==> src/rtl/io_debounce.sv <==
// -----------------------------------------------------------------------------
// io_debounce
//
// Input conditioner for board switch/button pins. Each of N_CH channels is
// synchronised through a SYNC_STAGES-deep flop chain and then debounced by its
// own stable-time counter. The debounced level is only updated after the
// synchronised value has differed from it for DB_CYCLES consecutive edges.
// Level changes produce a registered one-cycle pulse and set a sticky flag
// (write-1-to-clear). o_irq is the OR of all sticky flags.
//
// Ports:
//   clk           system clock, rising edge
//   rst           synchronous active-high reset
//   i_raw         asynchronous raw pin levels          [N_CH]
//   i_clr_wen     strobe enabling the sticky-flag clear
//   i_clr_mask    write-1-to-clear mask for o_rise/o_fall [N_CH]
//   o_level       debounced level                      [N_CH]
//   o_pulse_rise  one-cycle pulse on level 0->1        [N_CH]
//   o_pulse_fall  one-cycle pulse on level 1->0        [N_CH]
//   o_rise        sticky rise flag                     [N_CH]
//   o_fall        sticky fall flag                     [N_CH]
//   o_irq         OR of every sticky flag
// -----------------------------------------------------------------------------
module io_debounce #(
    parameter  int N_CH        = 32,
    parameter  int SYNC_STAGES = 2,
    parameter  int DB_CYCLES   = 16,
    localparam int CNT_W       = $clog2(DB_CYCLES)
) (
    input  logic            clk,
    input  logic            rst,
    input  logic [N_CH-1:0] i_raw,
    input  logic            i_clr_wen,
    input  logic [N_CH-1:0] i_clr_mask,
    output logic [N_CH-1:0] o_level,
    output logic [N_CH-1:0] o_pulse_rise,
    output logic [N_CH-1:0] o_pulse_fall,
    output logic [N_CH-1:0] o_rise,
    output logic [N_CH-1:0] o_fall,
    output logic            o_irq
);

    localparam logic [CNT_W-1:0] CNT_MAX = CNT_W'(DB_CYCLES - 1);

    // Synchroniser chain: index 0 samples the pin, index SYNC_STAGES-1 is used.
    logic [SYNC_STAGES-1:0][N_CH-1:0] r_sync;
    logic [N_CH-1:0][CNT_W-1:0]       r_cnt;
    logic [N_CH-1:0]                  r_level;
    logic [N_CH-1:0]                  r_pulse_rise;
    logic [N_CH-1:0]                  r_pulse_fall;
    logic [N_CH-1:0]                  r_rise;
    logic [N_CH-1:0]                  r_fall;

    logic [N_CH-1:0]                  w_s;
    logic [N_CH-1:0][CNT_W-1:0]       w_cnt_nxt;
    logic [N_CH-1:0]                  w_accept;
    logic [N_CH-1:0]                  w_set_rise;
    logic [N_CH-1:0]                  w_set_fall;
    logic [N_CH-1:0]                  w_clr;

    assign w_s = r_sync[SYNC_STAGES-1];

    // Shift the raw pins through the synchroniser chain.
    always_ff @(posedge clk) begin
        if (rst) begin
            r_sync <= '0;
        end else begin
            r_sync <= {r_sync[SYNC_STAGES-2:0], i_raw};
        end
    end

    // Per-channel stable-time counter; a channel is accepted on the edge where
    // it has already differed for DB_CYCLES-1 edges, so cnt never wraps.
    always_comb begin
        w_cnt_nxt = r_cnt;
        w_accept  = '0;
        for (int i = 0; i < N_CH; i++) begin
            if (w_s[i] == r_level[i]) begin
                w_cnt_nxt[i] = '0;
            end else if (r_cnt[i] == CNT_MAX) begin
                w_cnt_nxt[i] = '0;
                w_accept[i]  = 1'b1;
            end else begin
                w_cnt_nxt[i] = r_cnt[i] + CNT_W'(1);
            end
        end
    end

    // An accepted channel moves to the synchronised value, so its direction
    // is given by that value.
    assign w_set_rise = w_accept & w_s;
    assign w_set_fall = w_accept & ~w_s;
    assign w_clr      = i_clr_wen ? i_clr_mask : {N_CH{1'b0}};

    // Debounced level, pulses and sticky flags; a set in the same cycle as a
    // clear wins because the set term is ORed in after masking.
    always_ff @(posedge clk) begin
        if (rst) begin
            r_cnt        <= '0;
            r_level      <= '0;
            r_pulse_rise <= '0;
            r_pulse_fall <= '0;
            r_rise       <= '0;
            r_fall       <= '0;
        end else begin
            r_cnt        <= w_cnt_nxt;
            r_level      <= r_level ^ w_accept;
            r_pulse_rise <= w_set_rise;
            r_pulse_fall <= w_set_fall;
            r_rise       <= (r_rise & ~w_clr) | w_set_rise;
            r_fall       <= (r_fall & ~w_clr) | w_set_fall;
        end
    end

    assign o_level      = r_level;
    assign o_pulse_rise = r_pulse_rise;
    assign o_pulse_fall = r_pulse_fall;
    assign o_rise       = r_rise;
    assign o_fall       = r_fall;
    assign o_irq        = |{r_rise, r_fall};

endmodule

==> config.mk <==
export PLATFORM = sky130hd
export DESIGN_NAME = io_debounce
export DESIGN_NICKNAME = d
export VERILOG_FILES = /design/src/rtl/io_debounce.sv
export SDC_FILE = /design/constraint.sdc
export NUM_CORES = 1
export LEC_CHECK = 0
export CAP_MARGIN = 10
export CORE_ASPECT_RATIO = 0.7
export CORE_UTILIZATION = 40
export CTS_CLUSTER_DIAMETER = 150
export DETAILED_ROUTE_END_ITERATION = 12
export SETUP_SLACK_MARGIN = 0.4
export SLEW_MARGIN = 5
export SYNTH_ARGS = -nofsm -noshare
export SYNTH_HDL_FRONTEND = slang
export SYNTH_SLANG_ARGS = --single-unit
==> constraint.sdc <==
create_clock -name clk -period 5.6 [get_ports clk]
set_clock_uncertainty 0.15 [all_clocks]
set_input_delay 1.68 -clock clk [delete_from_list [all_inputs] [get_ports clk]]
set_output_delay 1.68 -clock clk [all_outputs]
set_load 0.01 [all_outputs]
==> results of run 1 <==
-- cell type report --
class	instances	area (sq um)
Sequential cell	352	7050
Multi-Input combinational cell	661	4520
Inverter	33	124
Tap cell	378	473
Timing Repair Buffer	230	2300
Fill cell	2563	13400
Clock inverter	16	183
Clock buffer	45	986
Antenna cell	1	2.50
-- routing by layer --
metal,wire length (um),vias to the layer above,part of all wire (%)
met3,1480,45,5.4
li1,-,4170,-
met2,11200,128,41
met5,0,-,0
met1,13900,3751,51
met4,600,0,2.2
-- cells in the mapped netlist, types with 27 or more instances --
master,number
nor2_1,128
inv_1,33
nor3_1,27
or3b_2,27
a21oi_1,32
nand3_1,69
xor2_1,42
dfxtp_1,352
nor4b_1,64
xnor2_1,54
a21o_1,64
ha_1,32
mux2i_1,32
nor2b_1,64
-- worst reg2reg max path, stage by stage (launching register included) --
cell     delay [ps]
dfxtp_1         350
ha_1            190
nand3_1         140
nor4b_1         930
-- report_power, final --
| part | internal, mW | switching, mW |
|---|---|---|
| clock network | 1.43 | 0.955 |
| logic | 0.0726 | 0.0684 |
| registers | 2.53 | 0.0177 |
-- placed cells by master, fill, tap and decap left out --
master and instances:
nor3_1 27, nand4_1 4, inv_1 33, dfxtp_1 352, buf_12 1, ha_1 32
and3_1 5, xnor2_1 54, nor2_1 128, bufinv_16 4, nor4b_1 64, mux2i_1 32
or3b_2 27, nor4_1 16, clkinvlp_4 1, or4_1 1, buf_4 2, clkbuf_8 3
nand3_1 69, clkinv_2 11, clkbuf_1 5, nor2b_1 64, a21o_1 64, xor2_1 42
clkdlybuf4s50_1 225, diode_2 1, a21oi_1 32, clkbuf_16 37, buf_6 1, buf_2 1
-- state kept, by name, indices dropped and copies added, names as in the netlist, named ones only --
name	count
r_sync	32
w_s	32
o_rise	32
r_cnt	128
o_pulse_rise	32
o_pulse_fall	32
o_fall	32
-- path summary, 6_finish.rpt --
path | start | cells after the start | slack [ps] | endpoint
worst max-delay path | o_rise[21] | 4 | 1130 | o_irq
worst min-delay path | r_sync[17] | 1 | 280 | w_s[17]
worst max register to register | r_cnt[100] | 3 | 3630 | o_pulse_rise[25]
worst min register to register | r_sync[17] | 1 | 280 | w_s[17]
-- kinds of logic (layout without fill, tap and decap cells) --
group / Yosys count / in the layout / synth area share [%]
flip-flops: 352 / 352 / 59.3
AO/OA/AOI/OAI: 96 / 96 / 5.39
AND/OR/NAND/NOR: 405 / 405 / 19.6
multiplexers: 32 / 32 / 2.70
XOR/XNOR: 96 / 96 / 7.08
other: 0 / 1 / 0
adder cells (fa/ha/maj): 32 / 32 / 3.37
buffers and inverters: 63 / 324 / 2.56
==> implementation parameters, run 1 <==
Parameter                              Value

Yosys
  Share of synthesized flip-flops with an asynchronous set or reset    0%
  Sequential share of the synthesized area    between 50% and 60%
  Syn Inst Count    between 1k and 1.5k
  Main area contributors after synthesis    dfxtp_1 59%, nor4b_1 4.7%, a21o_1 4.0%
  Area fraction of the dominant cell type after synthesis    about three fifths
  Synth Register Bits    around 350
  Synth Flop Type    dfxtp_1
  Number of enable-type register cells in the synthesized netlist    0
  Number of nets in the synthesized netlist    1175
  Synth Area per Inst    11.0 sq um
  Yosys warnings    0
  Netlist area before placement    approximately 12000 sq um
  Number of distinct standard cells referenced by the synthesized netlist    22
  Library cell occupying the most area in the post-synthesis netlist    dfxtp_1

Timing
  Clock period minus worst slack    about 4500 ps
  Fmax achieved    ~0.22 GHz
  Max-slew violation count    0
  Final number of hold-violating endpoints    0
  Worst setup margin    around 1100 ps
  Unrepaired setup endpoints after global routing    no
  Final sum of negative setup slack    0 ps
  Worst slack on hold paths    approximately 280 ps
  Transition time at the pin with the least slew margin    about 1100 ps
  Relative slew margins    between 20% and 30%
  Share of the clock period used by the worst path after layout    about 80%
  Count of endpoints failing setup in the final report    0

CTS
  Count of buffers added by post-CTS timing repair for setup    0
  CTS Buf Count    36
  Skew-Pair Late Insertion Delay    slightly above 500 ps
  Post-CTS Resized    0
  Hold Buf Count CTS    0
  Root buf cell    clkbuf_16
  Sinks on Clock Net    approximately 350
  Number of H-tree levels    2
  CTS clock-pin slew for the worst setup and hold paths    ~60 ps
  Clock tree from TritonCTS    built
  Clock Tree Buf Depth    3

Global route
  Met3 track demand over resource    4.73%
  GR met2 Demand/Resource    between 20% and 30%
  Global-route wire length before repair    about 43000 um
  Aggregate global routing overflow    0
  Grt met1 use    about 26%
  Total global-route track usage    around 18%
  Global-route layer with the greatest usage    met2
  Maximum number of pins on one net before global-route repair    111
  Number of antenna violations at the first check in global routing    1
  Via count of the first global-routing pass    a little under 8k

Die
  Num rows    52
  Starting Density    40.9%
  Chip Height    146 um
  Horizontal extent of the die    approximately 210 um
  Number of top-level pins    228
  Core area    29000 sq um
  DIE AREA    roughly 30000 sq um

Setup path
  Critical Path Start Type    register
  Cells along the critical path    nor4_1, nand4_1, or4_1, clkdlybuf4s50_1
  Worst EP required    approximately 3800 ps
  Worst path buffer plus inverter count    1
  Kind of cell adding the most delay to the critical path    simple AND/OR/NAND/NOR gates
  Max stage delay on crit path    roughly 580 ps
  Critical path fanouts, max    3
  Critical Path End Type    primary output
  Worst Setup Path Type    reg -> out
  Critical path data arrival time    2640 ps
  CP max stage cell    or4_1

Routing
  Number of remaining DRC errors    0
  Via-to-Cell Ratio    between 4 and 5
  Antenna-violating nets left    0
  Total detailed-routing wirelength    approximately 27000 um
  Violation count after the first detailed-routing iteration    between 300 and 400
  Router iterations before antenna repair    5
  Vias post-DR    between 8k and 9k
  Routed wire per std cell    between 15 and 20 um

Pwr
  Overall power after layout    5.08 mW
  Leakage power summed over all cells    about 6.5 nW
  Worst vdd ir    ~0.17 mV
  Cell Pwr Density    ~320 nW/um^2

Finish
  Post-synthesis to final-layout area growth    31.7%
  Post-layout net count    1413
  Non-filler cells in the finished layout    1716
  Layout cells sized above 1    between 6 and 7%
  Final design area excluding fillers    approximately 16000 sq um
  Core utilization of the finished layout    53.9%

Job
  Max-Cap Viols    0

Place
  Routability-driven placement congestion ratio    approximately 0.82
  Placed wire-length estimate after detailed placement    19800 um
  Cell count after placement    between 1.5k and 2k
  Post-placement setup slack    ~1700 ps
  Number of buffers inserted by port buffering    around 230
  Standard cell area after detailed placement    around 14000 sq um

Hold path
  Worst min-delay path category    reg -> reg

Run status
  Status    finished, final reports clean
Power figures use the tool's default switching activity.
==> run 2: changes to the inputs <==
--- a/config.mk
+++ b/config.mk
@@ -10,6 +10,7 @@
 export CORE_UTILIZATION = 40
 export CTS_CLUSTER_DIAMETER = 150
 export DETAILED_ROUTE_END_ITERATION = 12
+export PLACE_DENSITY = 0.67
 export SETUP_SLACK_MARGIN = 0.4
 export SLEW_MARGIN = 5
 export SYNTH_ARGS = -nofsm -noshare
==> constraint.sdc (replaced) <==
create_clock -name clk -period 3.8 [get_ports clk]
set_clock_uncertainty 0.15 [all_clocks]
set_input_delay 1.14 -clock clk [delete_from_list [all_inputs] [get_ports clk]]
set_output_delay 1.14 -clock clk [all_outputs]
set_load 0.01 [all_outputs]
==> run 2 against run 1 <==
  * Clock-buffer cell count rose by 2
  * First-iteration DRC count rose by 25%
  * Routed wire length rose by 1.1%
  * Via count rose by 1.4%
  * Power rose by 46%
==> implementation parameters, run 2 (same netlist as run 1, synthesis figures left out) <==
Parameter                              Value

Run status
  Status    finished, final reports clean (unchanged)

CTS
  Skew-Pair Late Insertion Delay    510 ps (about the same)
  Number of H-tree levels    2 (unchanged)
  Clock tree from TritonCTS    built (unchanged)
  Clock Tree Buf Depth    3 (unchanged)
  Hold Buf Count CTS    0 (unchanged)
  CTS clock-pin slew for the worst setup and hold paths    60 ps (about the same)
  CTS Buf Count    35 (was 36)
  Root buf cell    clkbuf_16 (unchanged)
  Sinks on Clock Net    352 (unchanged)

Routing
  Via-to-Cell Ratio    4.75 (was 4.72)
  Vias post-DR    8204 (was 8094)
  Total detailed-routing wirelength    27500 um (was 27200 um)
  Router iterations before antenna repair    7 (was 5)
  Routed wire per std cell    15.9 um (was 15.8 um)
  Number of remaining DRC errors    0 (unchanged)
  Antenna-violating nets left    0 (unchanged)
  Violation count after the first detailed-routing iteration    392 (was 313)

Finish
  Layout cells sized above 1    8.45% (was 6.58%)
  Top library cells by usage in the layout, fill and taps aside    348 x dfxtp_1, 224 x clkdlybuf4s50_1, 128 x nor2_1, 69 x nand3_1 (was 352 x dfxtp_1, 225 x clkdlybuf4s50_1, 128 x nor2_1, 69 x nand3_1)
  Post-synthesis to final-layout area growth    33.0% (was 31.7%)
  Most flops, register    r_cnt (unchanged)
  Flip-flop count of the largest register after layout    128 (unchanged)
  Post-layout net count    1427 (was 1413)
  Commonest non-fill, non-tap cell in the layout    dfxtp_1 (unchanged)

Setup path
  Worst Setup Path Type    reg -> out (unchanged)
  Critical path data arrival time    2090 ps (was 2640 ps)
  Cells along the critical path    nor4_4, nand4_1, or4_1, buf_4 (was nor4_1, nand4_1, or4_1, clkdlybuf4s50_1)
  Critical path fanouts, max    3 (unchanged)
  Worst EP required    2510 ps (was 3770 ps)
  Critical Path End Type    primary output (unchanged)
  Critical Path Start Type    register (unchanged)
  CP max stage cell    or4_1 (unchanged)
  Max stage delay on crit path    540 ps (was 580 ps)

Global route
  Aggregate global routing overflow    0 (unchanged)
  Global-route wire length before repair    42600 um (was 43100 um)
  Number of antenna violations at the first check in global routing    3 (was 1)
  Maximum number of pins on one net before global-route repair    107 (was 111)
  Via count of the first global-routing pass    7811 (was 7817)
  Total global-route track usage    17.9% (was 18.0%)

Timing
  Fmax achieved    0.296 GHz
  Count of endpoints failing setup in the final report    0 (unchanged)
  Clock period minus worst slack    3380 ps
  Share of the clock period used by the worst path after layout    88.9%
  Max-slew violation count    0 (unchanged)
  Unrepaired setup endpoints after global routing    yes (was no)
  Relative slew margins    34.8% (was 25.9%)
  Final sum of negative setup slack    0 ps (unchanged)
  Final number of hold-violating endpoints    0 (unchanged)
  Transition time at the pin with the least slew margin    965 ps (was 1100 ps)

Die
  Horizontal extent of the die    208 um (unchanged)
  Number of top-level pins    228 (unchanged)
  Chip Height    146 um (unchanged)
  DIE AREA    30400 sq um (unchanged)
  Starting Density    40.9% (unchanged)
  Num rows    52 (unchanged)
  Core area    29000 sq um (unchanged)

Place
  Number of buffers inserted by port buffering    227 (unchanged)
  Routability-driven placement congestion ratio    0.783 (was 0.822)
  Placed wire-length estimate after detailed placement    20100 um (was 19800 um)

Hold path
  Worst min-delay path category    reg -> reg (unchanged)

Pwr
  Leakage power summed over all cells    6.60 nW (was 6.51 nW)
  Overall power after layout    7.39 mW (was 5.08 mW)
  Cell Pwr Density    468 nW/um^2 (was 324 nW/um^2)
  Worst vdd ir    0.254 mV (was 0.170 mV)

Job
  Max-Cap Viols    0 (unchanged)
-- run 2: worst paths after layout --
path | cells past startpoint | slack (ps) | startpoint | end
worst max-delay path | 4 | 420 | o_fall[16] | o_irq
worst min-delay path | 1 | 280 | r_sync[1] | w_s[1]
worst max register to register | 4 | 1910 | r_cnt[40] | o_fall[10]
worst min register to register | 1 | 280 | r_sync[1] | w_s[1]
-- run 2: area by class of cell --
type                    instances  area (sq um)
multi-input cells             661          4590
fillers                      2537         13200
well taps                     378           473
diodes                          1          2.50
inverters                      33           124
repair buffers                245          2410
flip-flops and latches        352          7050
clock inverters                11           118
clock buffers                  47          1020
-- run 2: what timing repair did --
item / 4_1_cts / 5_1_grt
resized for setup: 17 / 2
setup buffers: 1 / 0
endpoints found under the setup margin: 1 / 1
pin swaps: 4 / 2
endpoints found under the hold margin: 0 / 0
-- run 2: per-layer routing --
metal	share of wire, %	track usage, %
met5	0.091	0
met3	5.9	5.21
met1	49	24.5
met2	43	27.0
met4	2.4	6.22
-- run 2: worst max-delay path: cells and delay by family, from the launching register on --
kind                   cells  cell delay (ps)
DFF                        1              340
and+or+nand+nor            3             1070
buffers and inverters      1              160
-- run 2: stage by stage --
step	worst slack, ps	std cells	instance area [sq um]	utilization [%]	hold WS [ps]
global route	380	1727	15800	54.4	291
detailed placement	461	1668	14600	50.2	270
CTS	385	1727	15800	54.4	285
finish	423	1728	15800	54.4	283
global placement	451	1668	14600	50.2	267
floorplan	1240	1076	11900	-	264
-- run 2: power breakdown --
part           internal (mW)  switching [mW]
logic                  0.110           0.103
registers               3.73          0.0260
clock network           2.02            1.39
total                   5.87            1.52
